<file path="config.mk">
export PLATFORM = sky130hd
export DESIGN_NAME = divisibility_scheduler
export DESIGN_NICKNAME = d
export VERILOG_FILES = /design/src/rtl/divisibility_scheduler.sv
export SDC_FILE = /design/constraint.sdc
export NUM_CORES = 1
export LEC_CHECK = 0
export BUFFER_PORTS_ARGS = -buffer_cell sky130_fd_sc_hd__buf_2
export CORE_UTILIZATION = 43
export DETAILED_ROUTE_END_ITERATION = 6
export GPL_ROUTABILITY_DRIVEN = 0
export PLACE_DENSITY = 0.81
export SYNTH_ARGS = -nofsm -noshare
export SYNTH_HDL_FRONTEND = slang
export SYNTH_SLANG_ARGS = --single-unit
</file>
<file path="constraint.sdc">
create_clock -name Clock -period 1.9 [get_ports Clock]
set_clock_uncertainty 0.05 [all_clocks]
set_input_delay 0.19 -clock Clock [delete_from_list [all_inputs] [get_ports Clock]]
set_output_delay 0.19 -clock Clock [all_outputs]
set_load 0.005 [all_outputs]
</file>
<file path="src/rtl/divisibility_scheduler.sv">
// Round-robin shared serial mod-7 engine.
// Clock/Reset; Req_valid/Req_data/Req_ready in; Res_* out; Busy.
module divisibility_scheduler #(
  parameter int NREQ  = 4,
  parameter int WIDTH = 8,
  parameter int IDW   = 2
) (
  input  logic                  Clock,
  input  logic                  Reset,
  input  logic [NREQ-1:0]       Req_valid,
  input  logic [NREQ*WIDTH-1:0] Req_data,
  output logic [NREQ-1:0]       Req_ready,
  output logic                  Res_valid,
  input  logic                  Res_ready,
  output logic [IDW-1:0]        Res_id,
  output logic [2:0]            Res_remainder,
  output logic                  Res_divisible,
  output logic                  Busy
);

  localparam int CW = $clog2(WIDTH + 1);

  typedef enum logic [1:0] {
    IDLE  = 2'd0,
    SHIFT = 2'd1,
    DONE  = 2'd2
  } state_t;

  state_t           state, state_nx;
  logic [2:0]       rem;
  logic [2:0]       rem_nx;
  logic [3:0]       rem2;
  logic [WIDTH-1:0] sreg;
  logic [CW-1:0]    cnt;
  logic [IDW-1:0]   last;
  logic [IDW-1:0]   res_id;
  logic [IDW-1:0]   gnt_idx;
  logic [IDW-1:0]   ix;
  logic             gnt_found;
  logic [WIDTH-1:0] gnt_data;
  logic             take;

  // Search starts just after the last winner.
  always_comb begin
    gnt_found = 1'b0;
    gnt_idx   = '0;
    ix        = '0;
    for (int k = 1; k <= NREQ; k++) begin
      ix = IDW'((int'(last) + k) % NREQ);
      if (!gnt_found && Req_valid[ix]) begin
        gnt_found = 1'b1;
        gnt_idx   = ix;
      end
    end
  end

  always_comb begin
    gnt_data = '0;
    for (int i = 0; i < NREQ; i++) begin
      if (gnt_idx == IDW'(i))
        gnt_data = Req_data[i*WIDTH +: WIDTH];
    end
  end

  always_comb begin
    Req_ready = '0;
    if (state == IDLE && gnt_found)
      Req_ready[gnt_idx] = 1'b1;
  end

  assign take = (state == IDLE) && gnt_found;

  // 2*rem+bit is at most 13, so one subtract keeps it in 0..6.
  assign rem2   = {rem, sreg[WIDTH-1]};
  assign rem_nx = (rem2 >= 4'd7) ? 3'(rem2 - 4'd7) : rem2[2:0];

  always_comb begin
    state_nx = state;
    unique case (state)
      IDLE:  if (gnt_found) state_nx = SHIFT;
      SHIFT: if (cnt == CW'(1)) state_nx = DONE;
      DONE:  if (Res_ready) state_nx = IDLE;
      default: state_nx = IDLE;
    endcase
  end

  always_ff @(posedge Clock or negedge Reset) begin
    if (!Reset) begin
      state  <= IDLE;
      rem    <= '0;
      sreg   <= '0;
      cnt    <= '0;
      res_id <= '0;
      last   <= IDW'(NREQ - 1);
    end else begin
      state <= state_nx;
      if (take) begin
        sreg   <= gnt_data;
        rem    <= '0;
        cnt    <= CW'(WIDTH);
        res_id <= gnt_idx;
        last   <= gnt_idx;
      end else if (state == SHIFT) begin
        rem  <= rem_nx;
        sreg <= sreg << 1;
        cnt  <= cnt - CW'(1);
      end
    end
  end

  assign Res_valid     = (state == DONE);
  assign Res_id        = res_id;
  assign Res_remainder = rem;
  assign Res_divisible = (state == DONE) && (rem == 3'd0);
  assign Busy          = (state != IDLE);

endmodule

</file>
==> flow_summary.json, run 1 <==
{
  "wl_met3_um": 162,
  "root_buffer": "clkbuf_4",
  "total_power_uw": 2420,
  "syn_avg_cell_area_um2": 9.10,
  "cts_sinks": 21,
  "antenna_found_initial": 0,
  "drc": 2,
  "arrival_ns": 1.69,
  "synth_compound_area_frac": 0.229,
  "ios": 51,
  "drtPass1Iterations": 6,
  "die_h_um": 57.4,
  "p_leak_uw": 0.000901,
  "netlist_top_cells_area": "dfrtp_1 (36%), o21ai_0 (7.2%), mux2i_1 (6.8%)",
  "die_x_um": 57.4,
  "setup_violations": 4,
  "port-buffer-count": 50,
  "peakVddDrop_mv": 0.843,
  "synth_xor_xnor_area_share": 0.0133,
  "vias": 1338,
  "cts_buffers": 3,
  "grt_usage": 0.209,
  "initial_utilization": 0.467,
  "coreArea_mm2": 0.00283,
  "highest_layer": "met4",
  "yosysWarnings": 0,
  "hold_depth": 2,
  "fmax_mhz": 519,
  "syn_to_final_growth_pct": 34.5,
  "hpwl_mm": 2.35,
  "pwr_density_cell_mw_per_mm2": 1370,
  "synth_top_family_by_area": "compound AO/OA/AOI/OAI gates",
  "htree_num_levels": 1,
  "reg2regPathDepth": 6,
  "netlist.area_leader.share": 0.360,
  "period_share": 1.01,
  "synth-seq-cells": 21,
  "cp-end-kind": "output port",
  "cts_tree": "yes",
  "synth_top_area_cell": "dfrtp_1",
  "routed_wl_mm": 3.32,
  "worstMarginPinSlew_ns": 0.532,
  "finalNetCount": 252,
  "grt_first_pass_wirelength_mm": 5.47,
  "viasPerCell": 5.58,
  "period_needed_ns": 1.93,
  "grt_start_max_net_pins": 22,
  "violations": "design-rule violations, negative setup slack",
  "drive_gt1_frac": 0.416,
  "grt_pass1_vias": 1301,
  "clk_latency_ns": 0.31,
  "ys_seq_area_frac": 0.400,
  "wl_met1_mm": 1.51,
  "drt_iter0_drc": 44,
  "postRouteAntennaNets": 0,
  "clkSlewWorstSetupHoldPaths_ns": 0.13,
  "wl_per_cell_um": 13.8,
  "synth_mux_area_frac": 0.128,
  "dp_cells": 225,
  "hp-class": "input pin to flip-flop",
  "met2_length_mm": 1.58,
  "layout_common_cells": "buf_2 (49), dfrtp_1 (19), nor2_1 (18)",
  "critPathLaunchType": "flip-flop",
  "setup_ws_ns": -0.0255,
  "synthDistinctLibCells": 36,
  "synthCells": 145,
  "diodes": 0,
  "synth-simple-area-share": 0.159,
  "crit_fanout": 6,
  "synthesis.nets": 187,
  "synth_adder_area_share": 0.0284,
  "rsz0062_at_grt": "true",
  "required_ns": 1.66,
  "clockBufferDepth": 2,
  "syn-cell-area_mm2": 0.00132,
  "worst_slew_margin_rel": 0.645,
  "overflow": 0,
  "layout_commonest_cell": "buf_2",
  "finalHoldViolCount": 0,
  "cap_violations": 0,
  "final_cells": 240,
  "die_area_mm2": 0.00330,
  "crit_type": "flip-flop to output port",
  "status": "complete, but fails checks",
  "slew_violations": 0,
  "rows": 19
}
==> final timing paths <==
kind	start	to	slack, ns
hold reg to reg	Res_id[1]$_DFFE_PN0P_	Res_id[1]$_DFFE_PN0P_	0.44
hold / removal	Res_ready	state[1]$_DFFE_PN0P_	0.05
max in group asynchronous	Reset	last[1]$_DFFE_PN1P_	1.14
setup reg to reg	last[0]$_DFFE_PN1P_	sreg[6]$_DFFE_PN0P_	0.03
min in group asynchronous	Reset	cnt[2]$_DFFE_PN0P_	0.31
setup / recovery	last[0]$_DFFE_PN1P_	Req_ready[3]	-0.03
==> worst max-delay path, cell delays in order (launching register included) <==
cell and delay, ns:
dfstp_2 0.41, or3b_1 0.39, o221a_4 0.16, and2_4 0.16, and2_4 0.15, buf_6 0.11
==> report_power, final <==
part	internal, uW	switching, uW
sequential	663	167
clock	81.8	137
combinational	708	668
==> through the flow <==
| step | util | setup WS (ns) | hold WS, ns | setup TNS (ns) | instance area (um^2) |
|---|---|---|---|---|---|
| floorplan | - | 0.0666 | -0.156 | 0 | 1320 |
| global placement | 0.569 | 0.0957 | 0.122 | 0 | 1610 |
| detailed placement | 0.569 | 0.0293 | 0.126 | 0 | 1610 |
| CTS | 0.623 | -0.00370 | 0.0352 | -0.00370 | 1760 |
| global route | 0.628 | -0.0645 | 0.0390 | -0.408 | 1780 |
| finish | 0.628 | -0.0255 | 0.0493 | -0.0461 | 1780 |
==> cells in the mapped netlist (all sizes together) <==
master  count
dfrtp      19
o22ai       4
mux2i       9
nor3        2
inv         7
or3b        1
a21oi       4
nor4        2
o21ai      19
buf         3
a211o       1
nand2       9
ha          3
clkbuf      2
a21o        4
nor3b       1
xnor2       1
nor2       18
a31o        1
nand3       1
a32oi       1
a32o        1
nand2b      1
nor2b       6
o32ai       1
o221a       1
and2        2
o211ai      1
or2         1
dfstp       2
a31oi       3
a22oi       6
mux2        7
xor2        1
==> metal layers <==
metal / up-vias / global-route usage
li1: 653 / -
met1: 617 / 0.276
met2: 62 / 0.357
met3: 6 / 0.0136
met4: 0 / 0.0836
met5: - / 0
==> registers in the layout (all words and copies together), names as in the netlist <==
name / count
last: 2
Res_id: 2
cnt: 4
Res_remainder: 3
sreg: 8
state: 2
==> cell families (layout without fill, tap and decap cells) <==
family                   count (synthesis)  in the layout
AO/OA/AOI/OAI                           47             47
XOR/XNOR                                 2              2
adder cells (fa/ha/maj)                  3              3
buffers and inverters                   12             76
flip-flops                              21             21
multiplexers                            16             16
AND/OR/NAND/NOR                         44             44
==> repair_timing <==
item | in CTS | in global routing
endpoints found under the hold margin | 19 | 0
endpoints found under the setup margin | 4 | 10
pin swaps | 5 | 1
setup buffers | 10 | 0
hold buffers | 1 | 0
gates resized for setup | 11 | 3
==> cell type report <==
| cell class | instances | area, um^2 |
|---|---|---|
| fill | 239 | 1050 |
| tap | 31 | 38.8 |
| timing repair buffer | 65 | 383 |
| inverter | 7 | 26.3 |
| sequential | 21 | 528 |
| clock buffer | 4 | 26.3 |
| multi-input combinational | 112 | 773 |
Power figures use the tool's default switching activity.
==> run 2: changes to the inputs <==
--- a/config.mk
+++ b/config.mk
@@ -5,11 +5,12 @@
 export SDC_FILE = /design/constraint.sdc
 export NUM_CORES = 1
 export LEC_CHECK = 0
+export ABC_AREA = 1
 export BUFFER_PORTS_ARGS = -buffer_cell sky130_fd_sc_hd__buf_2
-export CORE_UTILIZATION = 43
+export CORE_UTILIZATION = 46
 export DETAILED_ROUTE_END_ITERATION = 6
 export GPL_ROUTABILITY_DRIVEN = 0
-export PLACE_DENSITY = 0.81
+export PLACE_DENSITY = 0.82
 export SYNTH_ARGS = -nofsm -noshare
 export SYNTH_HDL_FRONTEND = slang
 export SYNTH_SLANG_ARGS = --single-unit
==> flow_summary.json, run 2 <==
{
  "synth-seq-cells": 21,
  "overflow": 0,
  "setup_ws_ns": -0.492,
  "fin_area_mm2": 0.00233,
  "finalHoldViolCount": 0,
  "min_from": "Req_data[14]",
  "fin_util": 0.694,
  "ios": 51,
  "top_register": "sreg",
  "syn_to_final_growth_pct": 44.2,
  "placed_cell_area_mm2": 0.00207,
  "grt_pass1_vias": 1587,
  "layout_common_cells": "nand2_1 (67), buf_2 (50), inv_1 (29)",
  "period_needed_ns": 2.39,
  "cts_buffers": 3,
  "die_x_um": 61.3,
  "antenna_found_initial": 0,
  "postRouteAntennaNets": 0,
  "critPathLaunchType": "flip-flop",
  "synthDistinctLibCells": 31,
  "post-synth-top-count-cell": "nand2_1",
  "drc": 0,
  "port-buffer-count": 50,
  "ys_async_sr_fraction": 1.00,
  "die_area_mm2": 0.00376,
  "layout_commonest_cell": "nand2_1",
  "cts_tree": "yes",
  "synth_edf_count": 0,
  "synth_top_area_cell": "dfrtp_1",
  "synthesis.nets": 277,
  "syn_avg_cell_area_um2": 6.89,
  "clkSlewWorstSetupHoldPaths_ns": 0.11,
  "cap_violations": 0,
  "synth_mux_area_frac": 0,
  "finalNetCount": 361,
  "reg2reg_to": "sreg[3]$_DFFE_PN0P_",
  "cp-end-kind": "output port",
  "diodes": 0,
  "regToRegStartpoint": "last[0]$_DFFE_PN1P_",
  "synth_top_family_by_area": "simple AND/OR/NAND/NOR gates",
  "slew_violations": 0,
  "yosysWarnings": 0,
  "arrival_ns": 2.15,
  "timing.reg2reg.setup_slack_ns": -0.44,
  "holdWs_ns": 0.0969,
  "holdPathEnd": "sreg[6]$_DFFE_PN0P_",
  "synth_adder_area_share": 0.0232,
  "initial_utilization": 0.481,
  "rows": 21,
  "synth_xor_xnor_area_share": 0.0162,
  "reg2regPathDepth": 16,
  "wl_per_cell_um": 12.1,
  "fmax_mhz": 418,
  "status": "complete, but fails checks",
  "period_share": 1.26,
  "setup_violations": 25,
  "clockBufferDepth": 2,
  "coreArea_mm2": 0.00336,
  "hpwl_mm": 3.18,
  "grt_usage": 0.243,
  "crit_type": "flip-flop to output port",
  "synth.top_cells.by_count": "nand2_1 (77), inv_1 (31), dfrtp_1 (19)",
  "synth_compound_area_frac": 0.0974,
  "hp-class": "input pin to flip-flop",
  "fill_cells": 291,
  "rsz0062_at_grt": "true",
  "netlist_top_cells_area": "dfrtp_1 (29%), nand2_1 (18%), inv_1 (7.2%)",
  "htree_num_levels": 1,
  "synth_ff_type": "dfrtp_1",
  "syn-cell-area_mm2": 0.00162,
  "required_ns": 1.66,
  "largest_register_ffs": 8,
  "worst_slew_margin_rel": 0.684,
  "netlist.area_leader.share": 0.294,
  "ys_seq_area_frac": 0.326,
  "clk_latency_ns": 0.30,
  "worstMarginPinSlew_ns": 0.474,
  "synthCells": 235,
  "drive_gt1_frac": 0.440,
  "cts_sinks": 21,
  "drtPass1Iterations": 4,
  "finalSetupTns_ns": -7.30,
  "violations": "negative setup slack",
  "vias": 1799,
  "die_h_um": 61.3,
  "hold_depth": 3,
  "routed_wl_mm": 4.41,
  "drt_iter0_drc": 76,
  "grt_start_max_net_pins": 22,
  "grt_first_pass_wirelength_mm": 6.70,
  "viasPerCell": 4.94,
  "synth-simple-area-share": 0.409,
  "root_buffer": "clkbuf_4",
  "crit_fanout": 8
}
## run 2: cell count changes after synthesis, moves of 7 or more
cell	previous run	this run
mux2i_1	9	0
mux2_2	7	0
inv_1	7	31
nand3_1	1	13
nand2_2	0	7
o21ai_0	19	10
nand2_1	9	77
## run 2: worst max path at each step
stage / startpoint / cells past startpoint / slack (ns) / end
floorplan: last[0]$_DFFE_PN1P_ / 16 / -0.1 / sreg[1]$_DFFE_PN0P_
global placement: last[0]$_DFFE_PN1P_ / 11 / -0.24 / Req_ready[1]
detailed placement: last[0]$_DFFE_PN1P_ / 15 / -0.29 / sreg[3]$_DFFE_PN0P_
CTS: last[0]$_DFFE_PN1P_ / 13 / -0.45 / Req_ready[3]
global route: last[0]$_DFFE_PN1P_ / 13 / -0.59 / Req_ready[3]
finish: last[0]$_DFFE_PN1P_ / 11 / -0.49 / Req_ready[0]
## run 2: critical path, cell delays in order (launching register included)
cell,delay (ns)
dfstp_2,0.65
inv_6,0.07
nand2_2,0.06
nand2_2,0.06
nand2_2,0.10
nand2_4,0.07
nor2_4,0.15
nand3b_1,0.19
nand2_2,0.16
buf_4,0.17
nor2_2,0.05
buf_2,0.12
## run 2: what timing repair did
item | CTS | global route
resized for setup | 26 | 13
setup endpoints to repair | 22 | 25
endpoints found under the hold margin | 19 | 0
hold buffers | 1 | 0
buffers inserted | 10 | 3
pin swaps | 13 | 9
## run 2: area by class of cell
cell class              instances  area, um^2  share of cell area
flip-flops and latches         21         528               0.226
clock buffers                   4        26.3              0.0113
multi-input cells             170        1010               0.432
well taps                      46        57.6              0.0247
inverters                      38         168              0.0718
repair buffers                 85         547               0.234
## run 2: layer usage
layer / wire, um / track usage
met1: 1970 / 0.315
met5: 0 / 0
met2: 2260 / 0.416
met3: 133 / 0.0315
met4: 50 / 0.0812
## run 2: stage by stage
stage                     worst slack, ns  std cells
after detailed placement           -0.287        346
final                              -0.492        364
after CTS                          -0.447        361
after floorplan                   -0.0972        235
after global placement             -0.235        346
after global routing               -0.593        364
## run 2: cell families (layout without fill, tap and decap cells)
family,after synthesis,in the layout
adder cells (fa/ha/maj),3,3
AO/OA/AOI/OAI,28,28
XOR/XNOR,3,3
flip-flops,21,21
AND/OR/NAND/NOR,136,136
buffers and inverters,44,127
Power of run 2 is not shown: default switching activity piles up to over one toggle a cycle in this logic, so the estimate is an artifact.
==> run 3: changes to the inputs <==
--- a/config.mk
+++ b/config.mk
@@ -5,12 +5,13 @@
 export SDC_FILE = /design/constraint.sdc
 export NUM_CORES = 1
 export LEC_CHECK = 0
-export ABC_AREA = 1
 export BUFFER_PORTS_ARGS = -buffer_cell sky130_fd_sc_hd__buf_2
-export CORE_UTILIZATION = 46
+export CORE_UTILIZATION = 43
 export DETAILED_ROUTE_END_ITERATION = 6
 export GPL_ROUTABILITY_DRIVEN = 0
-export PLACE_DENSITY = 0.82
+export PLACE_DENSITY = 0.81
+export REMOVE_ABC_BUFFERS = 1
+export SKIP_CTS_REPAIR_TIMING = 1
 export SYNTH_ARGS = -nofsm -noshare
 export SYNTH_HDL_FRONTEND = slang
 export SYNTH_SLANG_ARGS = --single-unit
==> flow_summary.json, run 3 (synthesis results as in run 1) <==
{
  "hp-class": "input pin to flip-flop",
  "finalHoldViolCount": 0,
  "combPwrFrac": 0.571,
  "grt_usage": 0.184,
  "htree_num_levels": 1,
  "cp-end-kind": "output port",
  "pwr_density_cell_mw_per_mm2": 1360,
  "path_buf_inv": 1,
  "period_share": 1.04,
  "p_seq_frac": 0.338,
  "fmax_mhz": 508,
  "drtPass1Iterations": 6,
  "arrival_ns": 1.73,
  "drt_iter0_drc": 30,
  "critical_path.top_delay_family": "simple AND/OR/NAND/NOR gates",
  "holdWs_ns": 0.0240,
  "crit_type": "flip-flop to output port",
  "grt_start_max_net_pins": 22,
  "status": "complete, but fails checks",
  "clockPowerShare": 0.091,
  "worst_slew_margin_rel": 0.628,
  "seqCellArea_um2": 528,
  "top_register": "sreg",
  "rows": 19,
  "die_h_um": 57.4,
  "overflow": 0,
  "die_x_um": 57.4,
  "cap_violations": 0,
  "p_leak_uw": 0.000901,
  "grt_pass1_vias": 1158,
  "layout_commonest_cell": "buf_2",
  "crit_chain": "or3b_1 -> o221a_4 -> and2_4 -> nor2b_2 -> buf_2",
  "hpwl_mm": 2.30,
  "peakVddDrop_mv": 0.681,
  "cts_buffers": 3,
  "clockBufferDepth": 2,
  "initial_utilization": 0.467,
  "critPathSlowestCell": "dfstp_2",
  "period_needed_ns": 1.97,
  "postRouteAntennaNets": 0,
  "internal-power_uw": 1460,
  "drc": 1,
  "fill_cells": 246,
  "critPathLaunchType": "flip-flop",
  "clk_latency_ns": 0.30,
  "syn_to_final_growth_pct": 34.8,
  "routed_wl_mm": 3.23,
  "port-buffer-count": 50,
  "fin_util": 0.629,
  "multi_input_area_um2": 772,
  "vias": 1313,
  "worstMarginPinSlew_ns": 0.558,
  "wl_per_cell_um": 13.5,
  "layout_common_cells": "buf_2 (49), dfrtp_1 (19), nor2_1 (18)",
  "switchingPower_uw": 957,
  "swShare": 0.396,
  "clkSlewWorstSetupHoldPaths_ns": 0.12,
  "viasPerCell": 5.47,
  "cts_tree": "yes",
  "required_ns": 1.66,
  "die_area_mm2": 0.00330,
  "setup_violations": 3,
  "rsz0062_at_grt": "true",
  "root_buffer": "clkbuf_4",
  "ios": 51,
  "largest_register_ffs": 8,
  "crit_fanout": 8,
  "slowest_delay_ns": 0.40,
  "violations": "design-rule violations, negative setup slack",
  "drive_gt1_frac": 0.416,
  "diodes": 0,
  "slew_violations": 0,
  "antenna_found_initial": 0,
  "grt_first_pass_wirelength_mm": 4.79,
  "coreArea_mm2": 0.00283,
  "finalNetCount": 252,
  "cts_sinks": 21,
  "setup_ws_ns": -0.0690
}
-- run 3: cell types whose count changed in the layout (fill, tap and decap cells not counted), sizes merged, moves of 5 or more --
cell | previous run | this run
nand3 | 15 | 1
a22oi | 0 | 6
buf | 84 | 64
nor2 | 23 | 18
nand2 | 88 | 9
inv | 38 | 7
mux2 | 0 | 7
nor2b | 0 | 6
o21ai | 10 | 19
mux2i | 0 | 9
-- run 3: metrics by stage --
step,cells,worst slack (ns),total power (uW),cell area [um^2],setup TNS [ns]
final,240,-0.0690,2420,1780,-0.137
after global routing,240,-0.150,2620,1780,-0.590
after CTS,230,-0.149,2240,1660,-0.502
after detailed placement,226,-0.000247,2030,1630,-0.000247
after global placement,226,0.0544,1990,1630,0
after floorplan,140,0.0101,1610,1290,0
-- run 3: layer usage --
metal / wire length [um] / up-vias / GRT usage / part of all wire
li1: - / 657 / - / -
met1: 1440 / 614 / 0.230 / 0.45
met2: 1600 / 36 / 0.307 / 0.50
met3: 146 / 6 / 0.0590 / 0.045
met4: 38 / 0 / 0.0453 / 0.012
met5: 0 / - / 0 / 0
-- run 3: layout make-up --
class	count	share of cell area
Multi-Input combinational cell	112	0.434
Timing Repair Buffer	65	0.218
Clock buffer	4	0.0148
Tap cell	31	0.0218
Sequential cell	21	0.297
Inverter	7	0.0148
-- run 3: power by group through the flow --
stage / registers [uW] / clock network (uW) / logic [uW]
6_report: 816 / 220 / 1380
5_1_grt: 843 / 243 / 1530
4_1_cts: 822 / 224 / 1200
3_5_place_dp: 832 / 0 / 1190
3_3_place_gp: 824 / 0 / 1160
2_1_floorplan: 801 / 0 / 806
-- run 3: path summary, 6_finish.rpt --
path                       slack [ns]                start  cells past startpoint                    to
setup reg to reg                 0.03  last[0]$_DFFE_PN1P_                      6   sreg[0]$_DFFE_PN0P_
min in group asynchronous        0.31                Reset                      2    cnt[3]$_DFFE_PN0P_
hold / removal                   0.02            Res_ready                      2  state[1]$_DFFE_PN0P_
setup / recovery                -0.07  last[0]$_DFFE_PN1P_                      5          Req_ready[2]
hold reg to reg                  0.47  sreg[5]$_DFFE_PN0P_                      2   sreg[6]$_DFFE_PN0P_
max in group asynchronous        1.13                Reset                      2   last[0]$_DFFE_PN1P_
